File: src/rtl/spad_stream_ctrl.sv
// Scratchpad stream sequencer: fills cfg_len words from an input stream,
// then replays them cfg_rounds times on a registered output stream.
module spad_stream_ctrl #(
    parameter int WIDTH = 8,
    parameter int ADDR  = 6,
    parameter int SIZE  = 64
) (
    input  logic             clk,
    input  logic             rst_n,
    input  logic             start,
    input  logic [ADDR:0]    cfg_len,
    input  logic [7:0]       cfg_rounds,
    output logic             busy,
    output logic             done,
    input  logic             in_valid,
    output logic             in_ready,
    input  logic [WIDTH-1:0] in_data,
    output logic             spad_wen,
    output logic [ADDR-1:0]  spad_addr,
    output logic [WIDTH-1:0] spad_wrdata,
    input  logic [WIDTH-1:0] spad_rdata,
    output logic             out_valid,
    input  logic             out_ready,
    output logic [WIDTH-1:0] out_data,
    output logic             out_last
);

    typedef enum logic [1:0] {
        IDLE,
        FILL,
        DRAIN,
        DONE
    } state_t;

    localparam logic [ADDR:0] LEN_MAX = (ADDR+1)'(SIZE);
    localparam logic [ADDR:0] ONE     = (ADDR+1)'(1);

    state_t          state;
    logic [ADDR:0]   len;
    logic [ADDR:0]   wr_ptr;
    logic [ADDR:0]   rd_ptr;
    logic [7:0]      rounds;
    logic [7:0]      round;
    logic            issue_pending;

    logic [ADDR:0]   len_c;
    logic [7:0]      rounds_c;
    logic [ADDR:0]   len_m1;
    logic            rd_end;
    logic            last_word;
    logic            load;
    logic            hs;

    assign len_c     = (cfg_len > LEN_MAX) ? LEN_MAX : cfg_len;
    assign rounds_c  = (cfg_rounds == 8'd0) ? 8'd1 : cfg_rounds;
    assign len_m1    = len - ONE;
    assign rd_end    = (rd_ptr == len_m1);
    assign last_word = rd_end && (round == rounds - 8'd1);
    assign hs        = out_valid && out_ready;
    assign load      = (state == DRAIN) && issue_pending
                     && (!out_valid || out_ready);

    assign busy        = (state != IDLE);
    assign done        = (state == DONE);
    assign in_ready    = (state == FILL);
    assign spad_wen    = (state == FILL) && in_valid;
    assign spad_wrdata = in_data;

    always_comb begin
        spad_addr = '0;
        unique case (state)
            FILL:    spad_addr = wr_ptr[ADDR-1:0];
            DRAIN:   spad_addr = rd_ptr[ADDR-1:0];
            default: spad_addr = '0;
        endcase
    end

    always_ff @(posedge clk or negedge rst_n) begin
        if (!rst_n) begin
            state         <= IDLE;
            len           <= '0;
            rounds        <= '0;
            wr_ptr        <= '0;
            rd_ptr        <= '0;
            round         <= '0;
            issue_pending <= 1'b0;
            out_valid     <= 1'b0;
            out_last      <= 1'b0;
            out_data      <= '0;
        end else begin
            unique case (state)
                IDLE: begin
                    if (start) begin
                        len    <= len_c;
                        rounds <= rounds_c;
                        wr_ptr <= '0;
                        state  <= (len_c == '0) ? DONE : FILL;
                    end
                end
                FILL: begin
                    if (in_valid) begin
                        wr_ptr <= wr_ptr + ONE;
                        if (wr_ptr == len_m1) begin
                            state         <= DRAIN;
                            rd_ptr        <= '0;
                            round         <= '0;
                            issue_pending <= 1'b1;
                        end
                    end
                end
                DRAIN: begin
                    if (load) begin
                        out_data  <= spad_rdata;
                        out_valid <= 1'b1;
                        out_last  <= last_word;
                        if (rd_end) begin
                            rd_ptr <= '0;
                            round  <= round + 8'd1;
                            if (last_word) begin
                                issue_pending <= 1'b0;
                            end
                        end else begin
                            rd_ptr <= rd_ptr + ONE;
                        end
                    end else if (hs) begin
                        // final word accepted: nothing left to issue
                        out_valid <= 1'b0;
                        if (out_last) begin
                            out_last <= 1'b0;
                            state    <= DONE;
                        end
                    end
                end
                DONE: begin
                    state <= IDLE;
                end
                default: state <= IDLE;
            endcase
        end
    end

endmodule

File: config.mk
export PLATFORM = sky130hd
export DESIGN_NAME = spad_stream_ctrl
export DESIGN_NICKNAME = d
export VERILOG_FILES = /design/src/rtl/spad_stream_ctrl.sv
export SDC_FILE = /design/constraint.sdc
export NUM_CORES = 1
export LEC_CHECK = 0
export CAP_MARGIN = 20
export CORE_MARGIN = 2
export CORE_UTILIZATION = 56
export CTS_BUF_LIST = sky130_fd_sc_hd__clkbuf_4 sky130_fd_sc_hd__clkbuf_8 sky130_fd_sc_hd__clkbuf_16
export CTS_CLUSTER_SIZE = 40
export DETAILED_ROUTE_END_ITERATION = 6
export GPL_TIMING_DRIVEN = 0
export PLACE_DENSITY = 0.86
export SETUP_SLACK_MARGIN = 0.2
export SYNTH_ARGS = -nofsm -noshare
export SYNTH_HDL_FRONTEND = slang
export SYNTH_SLANG_ARGS = --single-unit
File: constraint.sdc
create_clock -name clk -period 6 [get_ports clk]
set_clock_uncertainty 0.1 [all_clocks]
set_input_delay 0.6 -clock clk [delete_from_list [all_inputs] [get_ports clk]]
set_output_delay 0.6 -clock clk [all_outputs]
set_load 0.1 [all_outputs]
== After elaboration in Yosys (flattened, before gate mapping) ==
Index checks and enable logic that the tools add are counted.
Word-level totals
  memories: 0
  register bits: 50
  logic and storage cells: 86
  output and inout port bits: 28
  memory bits (read-only): 0
  memory bits (writable): 0
  input bits: 36
  latch bits: 0
Operators by class
  equality and inequality tests: 15
  order comparisons: 1
  multipliers: 0
  add/sub/neg operators: 5
  reductions and logical operators: 22
  divide/modulo/power cells: 0
  mux-type cells: 33
  shift-type cells: 0
  bitwise logic cells: 0
Operators by type and width (number)
  2-to-1 mux 7 bit: 7
  2-to-1 mux 8 bit: 5
  case mux 7 bit (2 select lines): 2
  != test 2 bit (second input constant): 8
  case mux 8 bit (2 select lines): 1
  adder 7 x 1 -> 7 bit (second input constant): 2
  equality test 7 bit: 2
  2-to-1 mux 2 bit: 7
  case mux 6 bit (2 select lines): 1
  AND reduction 6 bit: 2
  adder 8 x 1 -> 8 bit (second input constant): 1
  equality test 8 bit: 1
  logical NOT 8 bit: 1
  2-to-1 mux 1 bit: 8
  case mux 2 bit (4 select lines): 1
  nonzero test 2 bit: 4
  subtractor 8 x 1 -> 8 bit (second input constant): 1
  > comparator 7 bit (second input constant): 1
  logical NOT 7 bit: 1
  subtractor 7 x 1 -> 7 bit (second input constant): 1
  AND reduction 2 bit: 3
  logical AND 1 bit: 5
  AND reduction 5 bit: 1
  equality test 2 bit (second input constant): 2
  other kinds (8): 8

== Longest topological paths before layout ==
  depth after elaboration: 7
  depth in mapped cells: 10
  mapped depth without buffers: 8

== Worst setup path before layout ==
OpenSTA, ideal clock, no wires.
  path type: register -> output
  from: reg state[1]
  to: out spad_addr[0]
  path slack: 2.208 ns
  cell stages (with the launch flop): 6
  arrival: 3.092 ns
  data required time: 5.300 ns
  path buffers: 1
  cell sequence: dfrtp_1 -> inv_1 -> ha_1 -> clkbuf_1 -> a22oi_1 -> nor2_1
On the way
  word-level cells in the longest chain between the ends: 2
  elaborated cells on any way between the ends: 3
  those cells by class: eq/ne (2); mux (1)
Ends and longest elaborated chain
  from (decl): RTL line 38  | state_t state;
  from (signal assigned): RTL line 97  | state <= (len_c == '0) ? DONE : FILL;
  equality test 2 x 1 -> 1 bit
  net in_ready: RTL line 16  | output logic in_ready,
  case mux 6 bit (2 select lines): RTL line 71  | unique case (state)
  to (decl): RTL line 19  | output logic [ADDR-1:0] spad_addr,
The timed path passes the listed nets, and every way through them passes these cells.

== Worst setup path after layout ==
  from: reg state[0]
  to: out spad_addr[2]
On the way
  word-level cells in the longest chain between the ends: 2
  elaborated cells on any way between the ends: 3
  those cells by class: eq/ne (2); mux (1)
Ends and longest elaborated chain (RTL line)
  equality test 2 bit / equality test 2 x 1 -> 1 bit (equally long branches): 71
  case mux 6 bit (2 select lines) *: 71
Every way passes the cells marked *; elsewhere a longest branch is shown, timed or not.

==> run_results.csv <==
group,metric,value,unit
status,status,"finished clean",
grt,grt_pass1_vias,2860,
grt,grt_usage,26.11,%
die,die_area,6433,um^2
clock_tree,clockBufferDepth,2,
sta,setup-tns-final,0,ns
layout,area_growth,22.62,%
grt,grt-ovfl-total,0,
grt,antenna_found_initial,0,
yosys,yosys-top-cells-area,"dfrtp_1, xnor2_1, nand2_1",
setup_path,max_stage_delay,1.14,ns
job,maxCapViolCount,0,
drt,vias_per_cell,5.784,
setup_path,worst-path-max-fanout,10,
drt,post_drt_wl_per_cell,15.37,um
layout,insertedDiodeCount,0,
yosys,yosys.area.top_type_share,38.48,%
sta,finalMaxSlewViolations,0,
sta,rsz0062_at_grt,"false",
yosys,ys_seq_area_share,38.48,%
yosys,netlist_instances,365,
setup_path,startpoint_type,"flip-flop",
drt,drtPass1Iterations,4,
placement,portBuffers,54,
layout,final_core_util,71.54,%
setup_path,crit_arrival,3.58,ns
layout,nFillCells,436,
clock_tree,hold_buffers,0,
layout,multiInputGateArea,1818,um^2
grt,grt_max_degree,31,
clock_tree,cts_resized,0,
yosys,netlist_area,3252,um^2
drt,drtIter0Drc,189,
power,cellPowerDensity,514.8,nW/um^2
yosys,yosysTopAreaCell,"dfrtp_1",
yosys,synth-async-reset-ratio,100.0,%
placement,hpwl,5984,um
drt,antenna_left,0,
clock_tree,cts_tree,"done",
clock_tree,cts_sinks,50,
sta,setup_viol_count_final,0,
clock_tree,clk_pin_slew,0.10,ns
sta,finalCriticalPeriod,4.276,ns
drt,drt-total-wl,7685,um
setup_path,cp.depth,8,
die,core_area,5574,um^2
layout,drive_above_1_share,8.879,%
yosys,syn-num-nets,411,
setup_path,crit_family,"buffers and inverters",
sta,slew-limit-headroom,33.71,%
setup_path,r2r_slack,2.89,ns
setup_path,cpMaxStageDelayCell,"clkdlybuf4s50_1",
grt,grt_pass1_wl,13260,um
setup_path,crit_required,5.30,ns
setup_path,reg2reg_depth,8,
min_path,min_path_type,"in2async",
yosys,ys_types,49,
yosys,synth_edf_count,0,
clock_tree,clock_latency,0.31,ns
clock_tree,root_buffer,"clkbuf_8",
yosys,yosysWarnings,0,
clock_tree,post_cts_buffers,0,
sta,period_share,71.26,%
sta,fmax,0.2339,GHz
layout,final_nets,473,
die,rows,27,
setup_path,crit_chain,"inv_1, ha_1, buf_2, clkbuf_1, buf_1, a22oi_1, nor2_1, clkdlybuf4s50_1",
clock_tree,cts_max_level,2,
die,ios,64,
layout,seq_area,1251,um^2
die,die_w,80.21,um
power,irDropWorstVdd,0.4266,mV
drt,drcViolationCount,0,
drt,vias,2892,
yosys,syn_area_per_cell,8.909,um^2
yosys,synth_ff_type,"dfrtp_1",
setup_path,cp_num_buf_inv,5,
clock_tree,numCtsBuffers,5,
power,p_leak,1.687,nW
die,dieHeight,80.21,um
setup_path,worstSetupEndpointType,"primary output",
yosys,ys_ff_latch,50,
die,start_util,58.34,%
placement,gp_congestion,0.8702,
setup_path,crit_type,"reg2out",
sta,tightest_slew,0.9912,ns
sta,final_hold_viol_count,0,
[kinds of logic after synthesis]
family	count (synthesis)	synth area share, %
compound gates	57	12.66
xor+xnor	36	10.12
fa+ha+maj	10	3.848
buf+inv	38	5.618
flops	50	38.48
mux	11	3.771
simple gates	163	25.51
[area by class of cell]
cell class | count | area share [%]
multi-input cells | 277 | 45.59
plain buffers | 24 | 3.263
inverters | 14 | 1.318
flip-flops and latches | 50 | 31.38
repair buffers | 55 | 13.93
well taps | 72 | 2.259
clock inverters | 3 | 0.5334
clock buffers | 5 | 1.726
[where the power goes]
group | switching, mW | leakage [nW] | internal (mW)
combinational | 0.834 | 0.998 | 0.440
sequential | 0.142 | 0.645 | 0.438
clock | 0.117 | 0.0441 | 0.0821
[cell usage in the layout (no fill, tap or decap), drive strengths merged, types with 12 or more instances in the layout]
cell type / synthesis / layout
dfrtp: 50 / 50
buf: 13 / 15
inv: 13 / 13
o211ai: 12 / 12
clkbuf: 11 / 16
nand2: 53 / 53
nor2: 30 / 30
nor3: 14 / 14
nand3: 17 / 17
nand2b: 14 / 14
xnor2: 23 / 23
xor2: 12 / 12
o21ai: 12 / 12
clkdlybuf4s50: 0 / 53
[cells in the mapped netlist, types with 2 or more instances]
library cell,instances
mux2_2,10
o31ai_1,2
nor4_1,4
nand4_1,5
nor3b_4,2
nand3_1,17
a221o_1,6
xnor2_1,23
a41oi_1,2
or2_2,4
a22oi_1,6
nor2_1,30
inv_1,13
a21oi_1,6
xor2_1,12
and3_1,4
or4_1,5
o21ai_0,12
clkbuf_1,11
ha_1,10
or4b_1,3
o211ai_1,12
nor2b_1,2
nand3b_1,3
dfrtp_1,50
buf_4,8
buf_2,2
a22o_1,2
nor3_1,13
nand2b_1,14
nand2_1,53
buf_1,2
[per-layer routing]
metal / global-route usage, % / up-vias / part of all wire [%]
met1: 33.91 / 1385 / 43
met4: 7.288 / 0 / 1.5
met5: 0 / - / 0
li1: - / 1402 / -
met2: 44.33 / 94 / 49
met3: 5.169 / 11 / 6.1
[registers in the layout, summed over array words and instances, names as in the netlist]
| name | count |
|---|---|
| out_data | 8 |
| round | 8 |
| rounds | 8 |
| len | 7 |
| rd_ptr | 7 |
| wr_ptr | 7 |
| state | 2 |
| issue_pending | 1 |
| out_last | 1 |
| out_valid | 1 |
[worst paths after layout]
kind,endpoint,startpoint
setup / recovery,spad_addr[2],state[0]
hold / removal,rounds[1],rst_n
setup reg to reg,rd_ptr[5],len[0]
hold reg to reg,out_data[4],out_data[4]
max in group asynchronous,len[6],rst_n
min in group clk,out_data[4],out_data[4]
[through the flow]
| step | cells | instance area (um^2) | hold WS, ns | setup WS [ns] | total power [mW] |
|---|---|---|---|---|---|
| 5_1_grt | 500 | 3988 | 0.1799 | 1.471 | 2.182 |
| 2_1_floorplan | 365 | 3252 | 0.2044 | 2.208 | 1.544 |
| 3_3_place_gp | 491 | 3882 | 0.3573 | 2.140 | 1.803 |
| 6_report | 500 | 3988 | 0.1466 | 1.724 | 2.053 |
| 4_1_cts | 500 | 3988 | 0.1591 | 1.713 | 2.053 |
| 3_5_place_dp | 492 | 3897 | 0.3621 | 2.067 | 1.850 |
Power figures use the tool's default switching activity.
